===== config.mk =====
export PLATFORM = sky130hd
export DESIGN_NAME = i2c_slave_teddy
export DESIGN_NICKNAME = d
export VERILOG_FILES = /design/src/rtl/i2c_slave_teddy.sv
export SDC_FILE = /design/constraint.sdc
export NUM_CORES = 1
export LEC_CHECK = 0
export ABC_AREA = 1
export CORE_UTILIZATION = 30
export DETAILED_ROUTE_END_ITERATION = 8
export PLACE_DENSITY = 0.55
export SYNTH_ARGS = -nofsm -noshare
export SYNTH_HDL_FRONTEND = slang
export SYNTH_SLANG_ARGS = --single-unit

===== constraint.sdc =====
create_clock -name clk -period 1.7 [get_ports clk]
set_input_delay 0.51 -clock clk [delete_from_list [all_inputs] [get_ports clk]]
set_output_delay 0.51 -clock clk [all_outputs]
set_load 0.03 [all_outputs]

===== src/rtl/i2c_slave_teddy.sv =====
// I2C target: oversampled SCL/SDA, START/STOP detection, 7-bit address match,
// byte receive with ACK and byte transmit with master ACK/NACK handling.
module i2c_slave_teddy #(
    parameter logic [6:0] DEV_ADDR = 7'h50
) (
    input  logic       clk,
    input  logic       n_rst,
    input  logic       scl_i,
    input  logic       sda_i,
    output logic       sda_o,
    output logic       sda_oen,
    input  logic [7:0] tx_data,
    output logic       tx_req,
    output logic [7:0] rx_data,
    output logic       rx_ena,
    output logic       rw,
    output logic       start_det,
    output logic       stop_det,
    output logic       busy
);

    typedef enum logic [2:0] {
        IDLE, GET_ADDR, ACK_ADDR, RX_BYTE, ACK_RX, TX_BYTE, WAIT_ACK
    } state_t;

    state_t      state_q, state_d;
    logic [1:0]  scl_sync_q, sda_sync_q;
    logic        scl_prev_q, sda_prev_q;
    logic [2:0]  bitcnt_q, bitcnt_d;
    logic [7:0]  shift_q, shift_d;
    logic        phase_q, phase_d;
    logic        oen_q, oen_d;
    logic [7:0]  rx_data_q, rx_data_d;
    logic        rx_ena_q, rx_ena_d;
    logic        tx_req_q, tx_req_d;
    logic        rw_q, rw_d;
    logic        start_q, start_d;
    logic        stop_q, stop_d;
    logic        busy_q, busy_d;

    logic        scl_s, sda_s, scl_rise, scl_fall, start_ev, stop_ev;
    logic [7:0]  in_byte;

    assign scl_s    = scl_sync_q[1];
    assign sda_s    = sda_sync_q[1];
    assign scl_rise = scl_s & ~scl_prev_q;
    assign scl_fall = ~scl_s & scl_prev_q;
    assign start_ev = scl_s & scl_prev_q & ~sda_s & sda_prev_q;
    assign stop_ev  = scl_s & scl_prev_q & sda_s & ~sda_prev_q;
    assign in_byte  = {shift_q[6:0], sda_s};

    // Sync and previous-sample registers reset to 1 so an idle bus shows no edge.
    always_ff @(posedge clk) begin
        if (!n_rst) begin
            scl_sync_q <= 2'b11;
            sda_sync_q <= 2'b11;
            scl_prev_q <= 1'b1;
            sda_prev_q <= 1'b1;
            state_q    <= IDLE;
            bitcnt_q   <= '0;
            shift_q    <= '0;
            phase_q    <= 1'b0;
            oen_q      <= 1'b0;
            rx_data_q  <= '0;
            rx_ena_q   <= 1'b0;
            tx_req_q   <= 1'b0;
            rw_q       <= 1'b0;
            start_q    <= 1'b0;
            stop_q     <= 1'b0;
            busy_q     <= 1'b0;
        end else begin
            scl_sync_q <= {scl_sync_q[0], scl_i};
            sda_sync_q <= {sda_sync_q[0], sda_i};
            scl_prev_q <= scl_s;
            sda_prev_q <= sda_s;
            state_q    <= state_d;
            bitcnt_q   <= bitcnt_d;
            shift_q    <= shift_d;
            phase_q    <= phase_d;
            oen_q      <= oen_d;
            rx_data_q  <= rx_data_d;
            rx_ena_q   <= rx_ena_d;
            tx_req_q   <= tx_req_d;
            rw_q       <= rw_d;
            start_q    <= start_d;
            stop_q     <= stop_d;
            busy_q     <= busy_d;
        end
    end

    always_comb begin
        state_d   = state_q;
        bitcnt_d  = bitcnt_q;
        shift_d   = shift_q;
        phase_d   = phase_q;
        oen_d     = oen_q;
        rx_data_d = rx_data_q;
        rw_d      = rw_q;
        busy_d    = busy_q;
        rx_ena_d  = 1'b0;
        tx_req_d  = 1'b0;
        start_d   = 1'b0;
        stop_d    = 1'b0;

        if (stop_ev) begin
            stop_d  = 1'b1;
            state_d = IDLE;
            oen_d   = 1'b0;
            busy_d  = 1'b0;
            phase_d = 1'b0;
        end else if (start_ev) begin
            start_d  = 1'b1;
            state_d  = GET_ADDR;
            bitcnt_d = '0;
            shift_d  = '0;
            oen_d    = 1'b0;
            phase_d  = 1'b0;
        end else begin
            unique case (state_q)
                GET_ADDR: if (scl_rise) begin
                    shift_d  = in_byte;
                    bitcnt_d = bitcnt_q + 3'd1;
                    if (bitcnt_q == 3'd7) begin
                        if (in_byte[7:1] == DEV_ADDR) begin
                            rw_d     = in_byte[0];
                            busy_d   = 1'b1;
                            tx_req_d = in_byte[0];
                            phase_d  = 1'b0;
                            state_d  = ACK_ADDR;
                        end else begin
                            busy_d  = 1'b0;
                            state_d = IDLE;
                        end
                    end
                end
                // phase_q marks the second fall: the end of the ACK slot.
                ACK_ADDR: if (scl_fall) begin
                    if (!phase_q) begin
                        oen_d   = 1'b1;
                        phase_d = 1'b1;
                    end else begin
                        phase_d  = 1'b0;
                        bitcnt_d = '0;
                        if (rw_q) begin
                            shift_d = tx_data;
                            oen_d   = ~tx_data[7];
                            state_d = TX_BYTE;
                        end else begin
                            oen_d   = 1'b0;
                            state_d = RX_BYTE;
                        end
                    end
                end
                RX_BYTE: if (scl_rise) begin
                    shift_d  = in_byte;
                    bitcnt_d = bitcnt_q + 3'd1;
                    if (bitcnt_q == 3'd7) begin
                        rx_data_d = in_byte;
                        rx_ena_d  = 1'b1;
                        phase_d   = 1'b0;
                        state_d   = ACK_RX;
                    end
                end
                ACK_RX: if (scl_fall) begin
                    if (!phase_q) begin
                        oen_d   = 1'b1;
                        phase_d = 1'b1;
                    end else begin
                        oen_d    = 1'b0;
                        phase_d  = 1'b0;
                        bitcnt_d = '0;
                        state_d  = RX_BYTE;
                    end
                end
                TX_BYTE: if (scl_fall) begin
                    if (bitcnt_q == 3'd7) begin
                        oen_d   = 1'b0;
                        phase_d = 1'b0;
                        state_d = WAIT_ACK;
                    end else begin
                        shift_d  = {shift_q[6:0], 1'b0};
                        bitcnt_d = bitcnt_q + 3'd1;
                        oen_d    = ~shift_q[6];
                    end
                end
                // phase_q set once the master ACKed; the next fall reloads the shifter.
                WAIT_ACK: begin
                    if (scl_rise && !phase_q) begin
                        if (!sda_s) begin
                            tx_req_d = 1'b1;
                            phase_d  = 1'b1;
                        end else begin
                            busy_d  = 1'b0;
                            state_d = IDLE;
                        end
                    end else if (scl_fall && phase_q) begin
                        shift_d  = tx_data;
                        oen_d    = ~tx_data[7];
                        bitcnt_d = '0;
                        phase_d  = 1'b0;
                        state_d  = TX_BYTE;
                    end
                end
                default: ;
            endcase
        end
    end

    assign sda_o     = 1'b0;
    assign sda_oen   = oen_q;
    assign tx_req    = tx_req_q;
    assign rx_data   = rx_data_q;
    assign rx_ena    = rx_ena_q;
    assign rw        = rw_q;
    assign start_det = start_q;
    assign stop_det  = stop_q;
    assign busy      = busy_q;

endmodule


Yosys cells after proc, flatten, opt, wreduce, memory -nomap -nowiden
Index checks and enable logic that the tools add are counted.
{ "classes": {"add_sub_neg": 1, "eq_ne": 46, "muxes": 71, "n_bitwise": 18, "n_reduce_logical": 24} }
{ "op_table": {"columns": ["op", "count"], "rows": [
  ["3-bit 2-to-1 mux", 22],
  ["7-bit 2-to-1 mux", 9],
  ["3-bit != test (second input constant)", 17],
  ["1-bit 2-to-1 mux", 32],
  ["2-bit != test (second input constant)", 15],
  ["7-bit one-hot mux with 4 select lines", 1],
  ["13-bit AND reduction", 2],
  ["3-bit one-hot mux with 6 select lines", 1],
  ["6-bit AND reduction", 3],
  ["9-bit AND reduction", 2],
  ["5-bit nonzero test", 3],
  ["3-bit == test (second input constant)", 4],
  ["3-bit one-hot mux with 4 select lines", 1],
  ["1-bit NOT", 11],
  ["10-bit AND reduction", 1],
  ["3-bit by 1-bit != test with 1-bit output (second input constant)", 3],
  ["4-bit != test (second input constant)", 2],
  ["1-bit AND", 7],
  ["7-bit == test (second input constant)", 1],
  ["7-bit nonzero test", 1],
  ["3-bit by 2-bit == test with 1-bit output (second input constant)", 2],
  ["6-bit nonzero test", 1],
  ["2-bit OR reduction", 3],
  ["1-bit one-hot mux with 5 select lines", 1],
  ["other kinds (13)", 15]
]} }
{ "totals": {"register_bits": 35, "in_bits": 12, "out_inout_bits": 16, "word_cells": 177} }

Depth between registers and ports, before layout
{ "depth": {"ltp_word": 7, "depth_mapped": 11, "mapped_depth_nobuf": 11} }

Least setup slack after synthesis
Ideal clock, no wire load.
{ "synth_timing": {"path_type": "flip-flop to flip-flop", "start": "register bitcnt_q[0]", "end": "register rx_data_q[6] (netlist: rx_data[6])", "setup_ns": 0.070, "arrival_ns": 1.440, "required_time_ns": 1.630, "slack_ns": 0.190, "stages_incl_launch_ff": 10, "n_path_buf": 1, "period_less_slack_ns": 1.510, "cell_sequence": "dfxtp_1 > ha_1 > ha_1 > inv_1 > nor2_1 > inv_1 > nor2_2 > buf_2 > o21ai_0 > a21oi_1"} }
{ "synth_between": {"elab_chain_len": 2} }
{ "synth_lines": {"columns": ["item", "line", "source"], "rows": [
  ["start: declaration", "29", "logic [2:0] bitcnt_q, bitcnt_d;"],
  ["start signal: assignment", "77", "bitcnt_q <= bitcnt_d;"],
  ["3-bit == test", "157", "if (bitcnt_q == 3'd7) begin"],
  ["5-bit AND reduction (no source line)", null, null],
  ["end signal: assignment", "81", "rx_data_q <= rx_data_d;"],
  ["end: declaration", "33", "logic [7:0] rx_data_q, rx_data_d;"]
]} }
Every way passes these cells.
A chain may end at the register's enable or synchronous reset.

Worst setup path after layout
{ "layout_timing": {"start": "register bitcnt_q[0]", "end": "register state_q[2]"} }
{ "layout_between": {"elab_chain_len": 3, "word_cells_on_any_way": 5, "cone_classes": "eq/ne: 4; reduce/logical: 1"} }
{ "layout_lines": {"columns": ["item", "line", "source"], "rows": [
  ["3-bit == test (*)", "123, 157, 176", null],
  ["2-bit != test (no source line)", null, null],
  ["13-bit AND reduction (no source line) (*)", null, null],
  ["end signal: assignment", "76", "state_q <= state_d;"],
  ["end: declaration", "26", "state_t state_q, state_d;"]
]} }
Every way passes the cells marked *; elsewhere a longest branch is shown, timed or not.

==> flow_summary.rst <==
.. list-table::
   :header-rows: 1

   * - Metric
     - Value
   * - Post-placement worst setup slack
     - approximately 0.047 ns
   * - Unrepaired setup endpoints after global routing
     - true
   * - Syn avg cell area
     - ~6.3 um^2
   * - Kind of end point of the critical path
     - flop
   * - Commonest non-fill, non-tap cell in the layout
     - nand2_1
   * - Setup slack of the critical path after layout
     - about 0.083 ns
   * - Weighted congestion reported at the end of routability-driven placement
     - about 0.87
   * - Final setup violation count
     - 0
   * - Fillers
     - 665
   * - Outcome
     - finished clean
   * - Final antenna-violating net count
     - 0
   * - Cell count after synthesis
     - just over 300
   * - Violation count after the first detailed-route iteration
     - between 100 and 150
   * - Cell leakage power
     - around 1.3 nW
   * - Nets
     - 366
   * - TritonCTS clock tree
     - done
   * - Final Core Density
     - 41.45%
   * - Post-layout minimum cycle time
     - 1.617 ns
   * - Final hold viol count
     - 0
   * - Maximum capacitance violations
     - 0
   * - Global-route wire length before repair
     - 8528 um
   * - Horizontal die dimension
     - approximately 80 um
   * - Number of vias per cell after detailed routing
     - approximately 4.8
   * - Number of nets produced by synthesis
     - 321
   * - Maximum count of clock buffers along a single path
     - 2
   * - Arrival time worst endpoint
     - 1.85 ns
   * - Syn. warnings
     - 0
   * - Top library cells by usage in the layout, fill and taps aside
     - 75 x nand2_1, 62 x nor2_1, 32 x inv_1, 32 x dfxtp_1, 21 x a21oi_1
   * - Number of unique standard cell types used by synthesis
     - 26
   * - Number of placement rows
     - 28
   * - Aggregate routed wire length
     - around 5200 um
   * - Required arrival time at the worst endpoint
     - 1.94 ns
   * - Overall overflow remaining after global route
     - 0
   * - Top Ports
     - 28
   * - Routed wire per std cell
     - roughly 12 um
   * - Maximum frequency from static timing analysis
     - just over 600 MHz
   * - IR drop worst, VDD
     - 906.8 uV
   * - PwrDens
     - 1353 mW/mm^2
   * - Share of cells above drive strength 1
     - 15.86%
   * - Die area
     - between 0.006 and 0.007 mm^2
   * - Core footprint
     - a little over 0.006 mm^2
   * - Initial core utilization
     - a little under a third
   * - Clock transition at path regs
     - around 0.090 ns
   * - Final Max Slew Viols
     - 0
   * - Number of design rule violations left after detail routing
     - 0
   * - Root buffer cell
     - clkbuf_8
   * - Ant. Diodes
     - 0
   * - Total routing resource utilization after global routing
     - between 15 and 20%
   * - Clock latency of the later-clocked register in the worst-skew pair
     - ~0.30 ns
   * - Vias in the first global route
     - roughly 1800
   * - CTS Hold Bufs
     - 0
   * - H-tree depth reported by CTS
     - 2
   * - Antenna violations before repair
     - 0
   * - Iteration count of the initial detailed-routing pass
     - 5
   * - Inserted Clock Buffers
     - 5
   * - Kind of critical path
     - reg2reg
   * - Worst clock skew
     - around 0.0084 ns
   * - Kind of path behind the tightest hold check
     - reg2reg
   * - Worst-path maximum fanout
     - 4
   * - Startpoint type of the worst setup path
     - flop
   * - FF+latch count, synth
     - 35
   * - Die height
     - 82.04 um
   * - Total negative setup slack
     - 0 ns
   * - Cell area after technology mapping
     - roughly 0.0019 mm^2
   * - Part of the Yosys area used for sequential elements
     - 36.46%
   * - Count of buffers from port buffering
     - 26
   * - Via total after detailed routing
     - approximately 2000
   * - Post-detailed-placement half-perimeter wirelength
     - ~4000 um
   * - Area growth, synth to finish
     - 30.73%
   * - Final critical-path share of the clock period
     - between 90% and 100%
   * - Clock sink total
     - 35
   * - Largest net degree at the start of global routing
     - 18
## flip-flops by register name, indices dropped and copies added, names as in the netlist, 2 cells and up
register / count
rx_data: 8
bitcnt_q: 3
scl_sync_q: 2
shift_q: 7
state_q: 3
sda_sync_q: 2
## final timing paths
check	slack, ns	cells after the start	start	end
setup / recovery	0.08	10	bitcnt_q[0]	state_q[2]
hold / removal	0.42	1	scl_sync_q[0]	scl_sync_q[1]
setup reg to reg	0.08	10	bitcnt_q[0]	state_q[2]
hold reg to reg	0.42	1	scl_sync_q[0]	scl_sync_q[1]
## worst max-delay path: stages, from the launching register on
cell and delay [ns]:
dfxtp_2 0.34, ha_1 0.14, ha_2 0.18, inv_1 0.08
nor2_2 0.15, a21oi_1 0.09, nor2_1 0.19, nand3_1 0.16
inv_2 0.08, nor2_1 0.04, nor2_1 0.10
## logic make-up (layout without fill, tap and decap cells)
kind of cell             count (synthesis)  in the layout  synth area share, %
other                                    1              1               0.1951
AO/OA/AOI/OAI                           38             38                10.74
buffers and inverters                   44             90                9.050
flip-flops                              35             35                36.46
adder cells (fa/ha/maj)                  2              2                1.302
AND/OR/NAND/NOR                        187            187                42.25
## what timing repair did
item / CTS / global route
pin swaps: 0 / 3
gates resized for setup: 15 / 11
setup endpoints to repair: 15 / 17
gates cloned: 0 / 0
buffers inserted: 0 / 1
## final cells by class
class | instances | area, um^2 | share of cell area (%)
multi-input combinational | 228 | 1072 | 42.68
sequential | 35 | 704.4 | 28.04
timing repair buffer | 45 | 387.9 | 15.44
inverter | 37 | 138.9 | 5.528
tap | 75 | 93.84 | 3.735
clock buffer | 5 | 68.82 | 2.739
clock inverter | 3 | 46.29 | 1.843
## stage by stage
stage	hold WS [ns]	instances	instance area (um^2)	power, W
2_1_floorplan	0.3925	307	1922	0.002122
3_3_place_gp	0.3972	419	2376	0.002594
3_5_place_dp	0.4018	419	2376	0.002582
4_1_cts	0.4226	427	2472	0.003392
5_1_grt	0.4345	428	2512	0.003691
6_report	0.4208	428	2512	0.003398
## synth_stat cells, drive strengths merged
library cell | number | area share, %
a21oi | 21 | 5.5
a41oi | 1 | 0.46
buf | 5 | 1.4
clkbuf | 2 | 0.39
conb | 1 | 0.20
dfxtp | 35 | 36
ha | 2 | 1.3
inv | 37 | 7.2
nand2 | 80 | 16
nand3 | 22 | 6.5
nand4 | 9 | 2.9
nor2 | 70 | 15
nor3 | 1 | 0.26
nor3b | 1 | 0.39
o2111ai | 1 | 0.46
o211ai | 3 | 1.2
o21ai | 11 | 2.9
o22ai | 1 | 0.33
or2 | 4 | 1.3
## power breakdown
group / switching [W] / internal [W] / leakage [nW]
Sequential: 0.000104 / 0.000960 / 0.286
Clock: 0.000362 / 0.000442 / 0.0548
Combinational: 0.000932 / 0.000598 / 0.928
## per-layer routing
layer / GRT usage [%] / vias up / wire, um
met5: 0 / - / 0
met4: 5.439 / 0 / 93
met3: 3.111 / 12 / 245
met2: 26.69 / 66 / 2261
met1: 22.75 / 900 / 2583
li1: - / 1064 / -
(Power assumes the default switching activity.)
